--- src/rtl/lsu_pkg.sv ---
// Shared definitions for the memory-stage load/store unit: funct3 encodings,
// FSM state type, default timeout and the access legality check.
package lsu_pkg;

  localparam logic [2:0] LB  = 3'b000;
  localparam logic [2:0] LH  = 3'b001;
  localparam logic [2:0] LW  = 3'b010;
  localparam logic [2:0] LBU = 3'b100;
  localparam logic [2:0] LHU = 3'b101;
  localparam logic [2:0] SB  = 3'b000;
  localparam logic [2:0] SH  = 3'b001;
  localparam logic [2:0] SW  = 3'b010;

  localparam int unsigned TIMEOUT_DEFAULT = 32'd255;

  typedef enum logic [1:0] {
    IDLE = 2'd0,
    BUSY = 2'd1,
    DONE = 2'd2
  } lsu_state_t;

  // Encoding is legal for the direction and the address is naturally aligned.
  function automatic logic access_ok(input logic is_store, input logic [2:0] funct3,
                                     input logic [1:0] addr_lo);
    logic ok;
    case (funct3)
      LB:      ok = 1'b1;
      LH:      ok = ~addr_lo[0];
      LW:      ok = (addr_lo == 2'b00);
      LBU:     ok = ~is_store;
      LHU:     ok = ~is_store & ~addr_lo[0];
      default: ok = 1'b0;
    endcase
    return ok;
  endfunction

endpackage

--- src/rtl/lsu_align.sv ---
// Combinational byte-lane steering for stores and lane extraction with
// sign/zero extension for loads.
module lsu_align
  import lsu_pkg::*;
(
  input  logic [1:0]  st_addr_lo,
  input  logic [2:0]  st_type,
  input  logic [31:0] st_data,
  input  logic [1:0]  ld_addr_lo,
  input  logic [2:0]  ld_type,
  input  logic [31:0] ld_rdata,
  output logic [3:0]  st_be,
  output logic [31:0] st_wdata,
  output logic [31:0] ld_word
);

  logic [7:0]  ld_byte_s;
  logic [15:0] ld_half_s;

  // Store enables and lane-replicated write data.
  always_comb begin
    st_be    = 4'b0000;
    st_wdata = 32'h0000_0000;
    case (st_type)
      SB: begin
        st_be    = 4'b0001 << st_addr_lo;
        st_wdata = {4{st_data[7:0]}};
      end
      SH: begin
        st_be    = st_addr_lo[1] ? 4'b1100 : 4'b0011;
        st_wdata = {2{st_data[15:0]}};
      end
      SW: begin
        st_be    = 4'b1111;
        st_wdata = st_data;
      end
      default: begin
        st_be    = 4'b0000;
        st_wdata = 32'h0000_0000;
      end
    endcase
  end

  // Byte and halfword lane selection from the read word.
  always_comb begin
    ld_byte_s = 8'h00;
    ld_half_s = 16'h0000;
    case (ld_addr_lo)
      2'b00:   ld_byte_s = ld_rdata[7:0];
      2'b01:   ld_byte_s = ld_rdata[15:8];
      2'b10:   ld_byte_s = ld_rdata[23:16];
      default: ld_byte_s = ld_rdata[31:24];
    endcase
    if (ld_addr_lo[1]) begin
      ld_half_s = ld_rdata[31:16];
    end else begin
      ld_half_s = ld_rdata[15:0];
    end
  end

  // Extension to a full register word.
  always_comb begin
    ld_word = 32'h0000_0000;
    case (ld_type)
      LB:      ld_word = {{24{ld_byte_s[7]}}, ld_byte_s};
      LH:      ld_word = {{16{ld_half_s[15]}}, ld_half_s};
      LW:      ld_word = ld_rdata;
      LBU:     ld_word = {24'h000000, ld_byte_s};
      LHU:     ld_word = {16'h0000, ld_half_s};
      default: ld_word = 32'h0000_0000;
    endcase
  end

endmodule

--- src/rtl/mem_stage_lsu.sv ---
// Memory-stage load/store unit: sequences one data-memory request/ack
// transaction per access and stalls the upstream pipeline until it completes.
module mem_stage_lsu
  import lsu_pkg::*;
#(
  parameter int unsigned TIMEOUT = TIMEOUT_DEFAULT
) (
  input  logic        clk,
  input  logic        rst,
  input  logic [31:0] alu_result_mem,
  input  logic [31:0] rs2_data_ex_mem,
  input  logic        memread_ex_mem,
  input  logic        memwrite_ex_mem,
  input  logic [2:0]  loadtype_ex_mem,
  input  logic [2:0]  strtype_ex_mem,
  output logic        dmem_req,
  output logic        dmem_we,
  output logic [31:0] dmem_addr,
  output logic [3:0]  dmem_be,
  output logic [31:0] dmem_wdata,
  input  logic [31:0] dmem_rdata,
  input  logic        dmem_ack,
  output logic        stall_mem,
  output logic [31:0] load_data_mem,
  output logic        load_valid_mem,
  output logic        fault_mem
);

  localparam logic [15:0] LAST_WAIT = 16'(TIMEOUT - 32'd1);

  lsu_state_t  state_r;
  logic [15:0] wait_cnt_r;
  logic        is_read_r;
  logic        to_fault_r;
  logic [2:0]  ld_type_r;
  logic [1:0]  addr_lo_r;
  logic        access_s;
  logic        legal_s;
  logic        idle_fault_s;
  logic        timeout_hit_s;
  logic [2:0]  funct3_s;
  logic [3:0]  st_be_s;
  logic [31:0] st_wdata_s;
  logic [31:0] ld_word_s;

  assign access_s      = memread_ex_mem ^ memwrite_ex_mem;
  assign funct3_s      = memwrite_ex_mem ? strtype_ex_mem : loadtype_ex_mem;
  assign legal_s       = access_s & access_ok(memwrite_ex_mem, funct3_s, alu_result_mem[1:0]);
  assign idle_fault_s  = (memread_ex_mem & memwrite_ex_mem) | (access_s & ~legal_s);
  assign timeout_hit_s = (wait_cnt_r == LAST_WAIT);

  // Stall is released in DONE so the pipeline advances exactly once per access.
  assign stall_mem      = ((state_r == IDLE) & legal_s) | (state_r == BUSY);
  assign fault_mem      = ((state_r == IDLE) & idle_fault_s) | ((state_r == DONE) & to_fault_r);
  assign load_valid_mem = (state_r == DONE) & is_read_r & ~to_fault_r;

  lsu_align u_align (
    .st_addr_lo (alu_result_mem[1:0]),
    .st_type    (strtype_ex_mem),
    .st_data    (rs2_data_ex_mem),
    .ld_addr_lo (addr_lo_r),
    .ld_type    (ld_type_r),
    .ld_rdata   (dmem_rdata),
    .st_be      (st_be_s),
    .st_wdata   (st_wdata_s),
    .ld_word    (ld_word_s)
  );

  // Access sequencing, request registers, wait counter and load result.
  always_ff @(posedge clk or negedge rst) begin
    if (!rst) begin
      state_r       <= IDLE;
      wait_cnt_r    <= 16'd0;
      is_read_r     <= 1'b0;
      to_fault_r    <= 1'b0;
      ld_type_r     <= 3'b000;
      addr_lo_r     <= 2'b00;
      dmem_req      <= 1'b0;
      dmem_we       <= 1'b0;
      dmem_addr     <= 32'h0000_0000;
      dmem_be       <= 4'b0000;
      dmem_wdata    <= 32'h0000_0000;
      load_data_mem <= 32'h0000_0000;
    end else begin
      case (state_r)
        IDLE: begin
          if (legal_s) begin
            state_r    <= BUSY;
            dmem_req   <= 1'b1;
            dmem_we    <= memwrite_ex_mem;
            dmem_addr  <= {alu_result_mem[31:2], 2'b00};
            dmem_be    <= memwrite_ex_mem ? st_be_s : 4'b1111;
            dmem_wdata <= memwrite_ex_mem ? st_wdata_s : 32'h0000_0000;
            wait_cnt_r <= 16'd0;
            is_read_r  <= memread_ex_mem;
            ld_type_r  <= loadtype_ex_mem;
            addr_lo_r  <= alu_result_mem[1:0];
            to_fault_r <= 1'b0;
          end else begin
            state_r <= IDLE;
          end
        end
        BUSY: begin
          // An ack arriving on the timeout cycle still completes the access.
          if (dmem_ack) begin
            state_r  <= DONE;
            dmem_req <= 1'b0;
            if (is_read_r) begin
              load_data_mem <= ld_word_s;
            end
          end else if (timeout_hit_s) begin
            state_r       <= DONE;
            dmem_req      <= 1'b0;
            to_fault_r    <= 1'b1;
            load_data_mem <= 32'h0000_0000;
          end else begin
            wait_cnt_r <= wait_cnt_r + 16'd1;
          end
        end
        DONE: begin
          state_r    <= IDLE;
          to_fault_r <= 1'b0;
        end
        default: begin
          state_r  <= IDLE;
          dmem_req <= 1'b0;
        end
      endcase
    end
  end

endmodule

--- config.mk ---
export PLATFORM = sky130hd
export DESIGN_NAME = mem_stage_lsu
export DESIGN_NICKNAME = d
export VERILOG_FILES = /design/src/rtl/lsu_pkg.sv /design/src/rtl/lsu_align.sv /design/src/rtl/mem_stage_lsu.sv
export SDC_FILE = /design/constraint.sdc
export NUM_CORES = 1
export LEC_CHECK = 0
export ABC_AREA = 1
export BUFFER_PORTS_ARGS = -buffer_cell sky130_fd_sc_hd__buf_4
export CAP_MARGIN = 20
export CORE_ASPECT_RATIO = 0.8
export CORE_MARGIN = 10
export CORE_UTILIZATION = 52
export DETAILED_ROUTE_END_ITERATION = 10
export PLACE_DENSITY = 0.77
export RECOVER_POWER = 25
export REMOVE_ABC_BUFFERS = 1
export SLEW_MARGIN = 20
export SYNTH_ARGS = -nofsm -noshare
export SYNTH_HDL_FRONTEND = slang
export SYNTH_SLANG_ARGS = --single-unit
--- constraint.sdc ---
create_clock -name clk -period 1.7 [get_ports clk]
set_input_delay 0.255 -clock clk [delete_from_list [all_inputs] [get_ports clk]]
set_output_delay 0.255 -clock clk [all_outputs]
set_load 0.1 [all_outputs]
After elaboration in Yosys (flattened, before gate mapping)
Cells that the tools add are included.
Widths: inputs -> output; s select.
{"block": "word_totals", "output_inout_bits": 105, "inputBits": 107, "ff_bits": 125, "wordCells": 96}
{"block": "classes", "n_addsub": 1, "shifts": 1, "n_bitwise": 18, "eq_ne": 21, "n_mux": 29, "n_reduce_logical": 14}
{"cell": "$pmux 32 s5", "n": 1}
{"cell": "$mux 32", "n": 4}
{"cell": "$pmux 32 s3", "n": 1}
{"cell": "$mux 16", "n": 4}
{"cell": "$pmux 16 s2", "n": 1}
{"cell": "$pmux 8 s3", "n": 1}
{"cell": "$add 16x1->16 const B", "n": 1}
{"cell": "$eq 16x8->1 const B", "n": 1}
{"cell": "$eq 3x3->1 const B", "n": 4}
{"cell": "$pmux 4 s3", "n": 1}
{"cell": "$and 1x1->1", "n": 9}
{"cell": "$eq 3x1->1 const B", "n": 3}
{"cell": "$eq 3x2->1 const B", "n": 3}
{"cell": "$logic_not 3->1", "n": 3}
{"cell": "$mux 4", "n": 2}
{"cell": "$ne 2x2->1 const B", "n": 4}
{"cell": "$reduce_and 4->1", "n": 2}
{"cell": "$mux 1", "n": 7}
{"cell": "$logic_not 2->1", "n": 3}
{"cell": "$pmux 1 s3", "n": 2}
{"cell": "$reduce_and 3->1", "n": 2}
{"cell": "$not 1->1", "n": 5}
{"cell": "$pmux 1 s5", "n": 1}
{"cell": "$eq 2x1->1 const B", "n": 2}
{"cell": "other kinds (12)", "n": 17}

Depth between registers and ports, before layout
Gate-level depths: netlist of the first run.
{"block": "depth", "ltp_word": 9, "mapped_depth": 10, "ltp_nobuf": 10}

Hierarchy
From an unflattened synthesis of the first run, not the netlist that was laid out.
{"block": "unflattened", "cells_unflattened": 1001, "hier_area_um2": 6911.6}
{"module": "mem_stage_lsu", "cells_each": 693, "area_each_um2": 5525.3, "n_inst": 1, "seq_area_each_um2": 3128.0}
{"module": "lsu_align", "cells_each": 308, "area_each_um2": 1386.3, "n_inst": 1, "seq_area_each_um2": 0.0}

Worst setup path after synthesis of the first run
Ideal clock, no wire load.
{"block": "synth_path", "path_type": "register to output", "start": "reg state_r[1]", "end": "out stall_mem", "path_stages_with_launch": 6, "n_path_buf": 2, "arrival_time_ps": 1797, "path_slack_ps": -352, "required_time_ps": 1445, "path_cell_list": "dfrtp_1 > nor2_1 > nand3_4 > buf_6 > buf_6 > nand2_1"}
{"block": "synth_via", "elab_chain_len": 3, "elab_cells_between_ends": 4, "classes_between": "1 x eq/ne; 2 x bitwise; 1 x reduce/logical"}
{"item": "from (decl)", "line_no": "mem_stage_lsu.sv:31", "text": "lsu_state_t state_r;"}
{"item": "from (signal assigned)", "line_no": "mem_stage_lsu.sv:72", "text": "state_r <= IDLE;"}
{"item": "from (signal assigned)", "line_no": "mem_stage_lsu.sv:88", "text": "state_r <= BUSY;"}
{"item": "from (signal assigned)", "line_no": "mem_stage_lsu.sv:100", "text": "state_r <= IDLE;"}
{"item": "$logic_not 2->1", "line_no": "mem_stage_lsu.sv:53", "text": "assign stall_mem = ((state_r == IDLE) & legal_s) | (state_r == BUSY);"}
{"item": "$and 1x1->1", "line_no": "mem_stage_lsu.sv:53"}
{"item": "$or 1x1->1 (*)", "line_no": "mem_stage_lsu.sv:53"}
{"item": "to (decl)", "line_no": "mem_stage_lsu.sv:23", "text": "output logic stall_mem,"}
Every way passes the cells marked *; elsewhere a longest branch is shown, timed or not.

Worst setup path in the final report of the first run
Same ends and word-level chain as after synthesis.

==> results of run 1 <==
## cell usage after synthesis, drive strengths merged
library cell,count,area share
nand4,11,0.012
inv,99,0.054
o21ai,117,0.10
nor3,3,0.0022
o21bai,5,0.0054
nor2,74,0.041
ha,3,0.0054
nand2,377,0.21
dfrtp,125,0.45
nand3,65,0.050
or2,2,0.0018
a21oi,17,0.012
o211ai,3,0.0033
clkbuf,7,0.0038
xor2,3,0.0038
xnor2,2,0.0025
buf,34,0.040
conb,1,0.00054
clkinv,2,0.0011
## where the power goes
| group | internal (W) | total [W] | leakage, nW | switching, W |
|---|---|---|---|---|
| clock network | 0.00193 | 0.00349 | 0.272 | 0.00155 |
| registers | 0.00381 | 0.00435 | 1.65 | 0.000544 |
| logic | 0.00224 | 0.0102 | 3.19 | 0.00793 |
## per-layer routing
metal,up-vias,global-route usage
met5,-,0
met1,3162,0.293
met4,0,0.0557
met2,232,0.339
met3,22,0.0741
li1,3448,-
## worst max path at each step
stage | slack [ns] | endpoint | cells past startpoint | startpoint
floorplan | -1.38 | stall_mem | 3 | state_r[1]
global placement | 0.06 | fault_mem | 7 | memwrite_ex_mem
detailed placement | 0.01 | load_data_mem[21] | 10 | wait_cnt_r[0]
CTS | -0.01 | stall_mem | 4 | state_r[0]
global route | -0.04 | stall_mem | 4 | state_r[1]
finish | 0.005 | stall_mem | 4 | state_r[1]
## kinds of logic after synthesis
kind of cell / share of synthesized area
buf+inv: 0.0985
fa+ha+maj: 0.00544
flops: 0.454
other cells: 0.000544
compound gates: 0.123
simple gates: 0.313
xor+xnor: 0.00635
## layout make-up
class | count | area (sq um) | area share
inverters | 101 | 379 | 0.0400
repair buffers | 250 | 2050 | 0.216
multi-input cells | 684 | 3150 | 0.332
clock buffers | 17 | 425 | 0.0448
clock inverters | 15 | 136 | 0.0144
flip-flops and latches | 125 | 3130 | 0.330
well taps | 175 | 219 | 0.0231
## worst reg2reg max path: cells and delay by family (launching register included)
| kind | cells | cell delay [ns] |
|---|---|---|
| adders and majority gates | 1 | 0.19 |
| buffers and inverters | 2 | 0.31 |
| DFF | 1 | 0.38 |
| and+or+nand+nor | 7 | 0.67 |
## state kept, by name (all words and copies together), names as in the netlist
register       count
state_r            2
dmem_we            1
dmem_wdata        32
addr_lo_r          2
dmem_req           1
ld_type_r          3
is_read_r          1
wait_cnt_r        16
dmem_addr         30
load_data_mem     32
dmem_be            4
to_fault_r         1
## through the flow
step / worst slack (ns) / setup TNS (ns) / utilization / std cells / hold slack, ns
global placement: 0.0567 / 0 / 0.682 / 1331 / 0.213
detailed placement: 0.0102 / 0 / 0.682 / 1331 / 0.215
global route: -0.0403 / -0.858 / 0.735 / 1367 / 0.0673
floorplan: -1.38 / -58.74 / - / 910 / -0.0406
finish: 0.00467 / 0 / 0.735 / 1367 / 0.0727
CTS: -0.0136 / -0.0147 / 0.730 / 1365 / 0.0640
## timing repair
item                                   in CTS  in global routing
cloned                                      0                  1
endpoints found under the hold margin      25                  0
pin swaps                                   5                  3
setup endpoints to repair                   3                 51
gates resized for setup                    15                 12
setup buffers                               1                  1
hold buffers                                1                  0
==> summary.md, run 1 <==
| Metric | Value |
|---|---|
| Initial DRC Count | `536` |
| Met1 Wirelength | `between 9000 and 10000 um` |
| Num CTS Buffers | `17` |
| Routed wl met3 | `about 1900 um` |
| Core area | `roughly 0.013 sq mm` |
| Vias in the first global route | `about 6400` |
| Slew HR | `0.498` |
| Reg2reg setup slack | `approximately 0.040 ns` |
| ANT nets after route | `0` |
| Crit. End Element | `output pin` |
| Worst EP required | `about 1.4 ns` |
| Count of cell types in the netlist | `31` |
| Power Density | `1900 mW/mm^2` |
| Die Width | `around 150 um` |
| Gr usage total | `0.220` |
| Synthesized area per cell | `7.26 sq um` |
| Minimum clock period | `1.70 ns` |
| Fmax | `0.590 GHz` |
| Hold Fails Final Rpt | `0` |
| Maximum VDD drop | `about 1.3 mV` |
| GPL Wtd Cong | `0.889` |
| Final Cycle Share | `0.997` |
| Max FO, Critical Path | `5` |
| Max layer used | `met4` |
| First-pass GRT wire length | `~33000 um` |
| DR vias/cell | `around 5.0` |
| Clock latency on the worst-skew pair | `0.42 ns` |
| CP Launch Type | `flip-flop` |
| Final WL | `about 21000 um` |
| Initial antenna violation count | `0` |
| Outcome | `complete, no violations` |
| Top-level I/O count | `about 210` |
| Family with the most delay on the worst path | `flip-flops` |
| # fillers | `1018` |
| Hpwl dp | `15300 um` |
| Gr ovfl total | `0` |
| Post-Syn Area | `0.00690 sq mm` |
| Max Transition Viols Final | `0` |
| Drt drc | `0` |
| Worst-path cell chain | `nor2_4, nand3_4, nand2_4, buf_12` |
| MaxCap Viol Count | `0` |
| Synth Instances | `between 900 and 1000` |
| FF-to-FF path depth | `10` |
| Worst-path clk slew | `0.06 ns` |
| HP Start | `alu_result_mem[3]` |
| CTS max path bufs | `2` |
| Final setup vio count | `0` |
| Layout cells sized above 1 | `0.283` |
| Full die area | `0.0183 sq mm` |
| Nets | `between 1000 and 1500` |
| CP max-delay cell | `dfrtp_2` |
| P&R area growth vs syn | `37.6%` |
| Power after layout | `0.0180 W` |
| Root Driver | `clkbuf_16` |
| Sequential area share after synthesis | `0.454` |
| H-tree depth | `4` |
| Crit path buffers/inverters | `1` |
| Buffers added on ports | `around 210` |
| Reg2Reg Launch Point | `wait_cnt_r[0]` |
| Worst path arrival time | `~1.4 ns` |
| Commonest non-fill, non-tap cell in the layout | `nand2_1` |
| Initial Util | `0.534` |
| Leakage | `slightly above 5 nW` |
| Clk_skew | `slightly above 0.009 ns` |
| Slew @ Worst Pin | `around 0.75 ns` |
| Hold endpoint | `dmem_addr[3]` |
| RSZ-0062 raised after global routing | `yes` |
| Vias | `a little under 7000` |
| Commonest cells after routing, fill and taps aside | `nand2_1 (371), buf_4 (233), dfrtp_1 (123)` |
| CTS tree | `built` |
| Worst path max stage delay | `around 0.45 ns` |
| Critical path type | `flip-flop to output pin` |
| Placed cell areas | `0.00880 sq mm` |
| Routed wire length per instance | `15.3 um` |
| R2r endpoint | `load_data_mem[22]` |
| Num Clock Sinks | `~130` |
| Worst hold-check path type | `input port to flip-flop` |
| Post-route cell area | `~0.0095 sq mm` |
| Synthesized flop and latch total | `about 130` |
| DR pass1 iterations | `5` |
| Worst hold stages | `3` |
| Routed wl met2 | `~9600 um` |
| Die Y | `123 um` |
| Largest net degree at the start of global routing | `between 60 and 70` |
| Synth Warn # | `0` |
| Std cell rows | `37` |
| Antenna diode count | `0` |
Note: power is estimated with default switching activity, not from simulation.
==> run 2: changes to the inputs <==
Settings changed: CORE_UTILIZATION 52 to 45, PLACE_DENSITY 0.77 to 0.67.
==> run 2 against run 1 <==
The run now ends with setup timing left; critical endpoint is now load_data_mem[26]; combinational power barely moved; register-to-register slack worse by 0.07 ns; global-route usage shrank 1.9 points; die area rose by 13%; non-clock buffer count increased by 19; highest routed layer is now met5; worst setup slack worse by 0.031 ns; fmax is 1.8% lower; first-iteration DRC count is 17% lower.
==> summary.md, run 2 (same netlist as run 1, synthesis figures left out) <==
| Metric | Value |
|---|---|
| Nets | `1308 (+1.5%)` |
| Slew HR | `0.389 (-0.110)` |
| Top-level I/O count | `212 (unchanged)` |
| Antenna diode count | `0 (unchanged)` |
| Gr ovfl total | `0 (unchanged)` |
| Worst path arrival time | `2.04 ns (+0.60 ns)` |
| Vias | `6988 (+1.8%)` |
| Final Util | `0.663 (-0.0713)` |
| Leakage | `5.29 nW (+3.3%)` |
| Final WL | `21800 um (+4.6%)` |
| Failing checks | `setup timing` |
| Hold Fails Final Rpt | `0 (unchanged)` |
| Initial antenna violation count | `1 (+1)` |
| Final Cycle Share | `1.02 (+0.0180)` |
| Routed wire length per instance | `15.6 um (+2.1%)` |
| Drt drc | `0 (unchanged)` |
| CTS max path bufs | `2 (unchanged)` |
| First-pass GRT wire length | `33100 um (+1.2%)` |
| Final setup vio count | `17 (+17)` |
| Power Density | `1890 mW/mm^2 (-0.15%)` |
| Initial Util | `0.459 (-0.0746)` |
| Root Driver | `clkbuf_16` |
| Commonest cells after routing, fill and taps aside | `nand2_1 (339), buf_4 (248), dfrtp_1 (122)` |
| # fillers | `1313 (+29%)` |
| Family with the most delay on the worst path | `simple AND/OR/NAND/NOR gates` |
| Initial DRC Count | `445 (-17%)` |
| Largest net degree at the start of global routing | `38 (-43%)` |
| CP Launch Type | `flip-flop` |
| Setup WS pre-CTS | `0.0623 ns (+0.0521 ns)` |
| RSZ-0062 raised after global routing | `yes` |
| Num CTS Buffers | `17 (unchanged)` |
| Die Width | `158 um (+6.5%)` |
| ANT nets after route | `0 (unchanged)` |
| CTS tree | `built` |
| Outcome | `complete, but fails checks` |
| Num Clock Sinks | `125 (unchanged)` |
| Layout cells sized above 1 | `0.323 (+0.0402)` |
| Gr usage total | `0.200 (-0.0194)` |
| DR pass1 iterations | `5 (unchanged)` |
| Final worst setup slack | `-0.0259 ns (-0.0306 ns)` |
| Max Transition Viols Final | `0 (unchanged)` |
| Worst hold-check path type | `input port to flip-flop` |
| Crit path top cell by count | `nand2_2` |
| Minimum clock period | `1.73 ns (+0.0306 ns)` |
| Core area | `0.0150 sq mm (+16%)` |
| Crit path buffers/inverters | `1 (unchanged)` |
| MaxCap Viol Count | `0 (unchanged)` |
| Worst path max stage delay | `0.39 ns (-0.06 ns)` |
| Fmax | `0.579 GHz (-1.8%)` |
| DR vias/cell | `4.99 (-0.59%)` |
| Multi-input gate area | `0.00332 sq mm (+5.4%)` |
| Worst-path clk slew | `0.06 ns (about the same)` |
| Full die area | `0.0207 sq mm (+13%)` |
| Worst-path cell chain | `nor2_1, nand3_1, nor2_1, nand2_2, nand2_2, nand3_4, clkbuf_16, nand2_2, nand2_1` |
| Std cell rows | `40 (+8.1%)` |
| Clock latency on the worst-skew pair | `0.43 ns (about the same)` |
| Critical path type | `flip-flop to flip-flop` |
| P&R area growth vs syn | `44.4%` |
| Commonest non-fill, non-tap cell in the layout | `nand2_1` |
| GPL Wtd Cong | `0.921 (+3.6%)` |
| Storage cell area | `0.00313 sq mm (about the same)` |
| Max FO, Critical Path | `8 (+3)` |
| Slew @ Worst Pin | `0.917 ns (+0.164 ns)` |
| Buffers added on ports | `209 (unchanged)` |
| Die Y | `131 um (+6.3%)` |
| Clk_skew | `0.0118 ns (+0.00258 ns)` |
| H-tree depth | `4 (unchanged)` |
| Maximum VDD drop | `1.23 mV (-2.8%)` |
| Crit. End Element | `flip-flop` |
| Vias in the first global route | `6519 (+2.1%)` |
| CP max-delay cell | `dfrtp_1` |
| Hpwl dp | `15900 um (+4.0%)` |
| Worst EP required | `2.01 ns (+0.57 ns)` |
| Top flop regs | `dmem_wdata x32, load_data_mem x32, dmem_addr x30` |
run 2: cell types whose count changed in the layout (fill, tap and decap cells not counted), sizes merged:
cell    delta
inv       -10
clkbuf     +3
buf       +18
bufinv     +5
clkinv     +3
run 2: worst paths after layout:
kind	from	end	slack, ns	cells after the start
worst max-delay path	wait_cnt_r[12]	load_data_mem[26]	-0.03	9
worst min-delay path	alu_result_mem[2]	dmem_addr[2]	0.07	3
worst max register to register	wait_cnt_r[12]	load_data_mem[26]	-0.03	9
worst min register to register	load_data_mem[2]	load_data_mem[2]	0.48	2
max in group asynchronous	rst	dmem_wdata[3]	0.19	3
min in group asynchronous	rst	load_data_mem[2]	0.48	2
run 2: routing by layer:
layer  part of all wire  track usage  routed length (um)
met2               0.44        0.299                9670
met4              0.018       0.0566                 390
met1               0.45        0.266                9750
met3              0.092       0.0764                2020
met5            0.00078            0                  17
run 2: worst reg2reg max path: stages, from the launching register on:
cell and delay (ns):
dfrtp_1 0.39, nor2_1 0.20, nand3_1 0.16, nor2_1 0.17
nand2_2 0.10, nand2_2 0.11, nand3_4 0.15, clkbuf_16 0.23
nand2_2 0.06, nand2_1 0.05
run 2: what timing repair did:
action / CTS / global route
cloned: 0 / 3
resized for setup: 14 / 64
hold buffers: 1 / 0
endpoints found under the setup margin: 2 / 51
setup buffers: 2 / 3
pin swaps: 3 / 24
hold endpoints to repair: 109 / 0
run 2: where the power goes:
| group | switching (W) | internal, W | total, W |
|---|---|---|---|
| registers | 0.000661 | 0.00381 | 0.00447 |
| clock network | 0.00140 | 0.00261 | 0.00401 |
| logic | 0.00798 | 0.00241 | 0.0104 |
run 2: area by class of cell:
class,instances,share of cell area
flip-flops and latches,125,0.314
multi-input cells,684,0.333
repair buffers,269,0.226
inverters,101,0.0381
clock buffers,19,0.0435
clock inverters,13,0.0215
well taps,189,0.0237
run 2: stage by stage:
stage / instance area, sq um / TNS, ns / std cells / hold slack [ns] / power [W]
detailed placement: 8960 / 0 / 1359 / 0.135 / 0.0146
global route: 9960 / -3.01 / 1400 / 0.0662 / 0.0197
finish: 9960 / -0.167 / 1400 / 0.0749 / 0.0189
CTS: 9680 / -0.000532 / 1394 / 0.0636 / 0.0187
floorplan: 6600 / -58.74 / 910 / -0.0406 / 0.0119
global placement: 8960 / 0 / 1359 / 0.139 / 0.0145
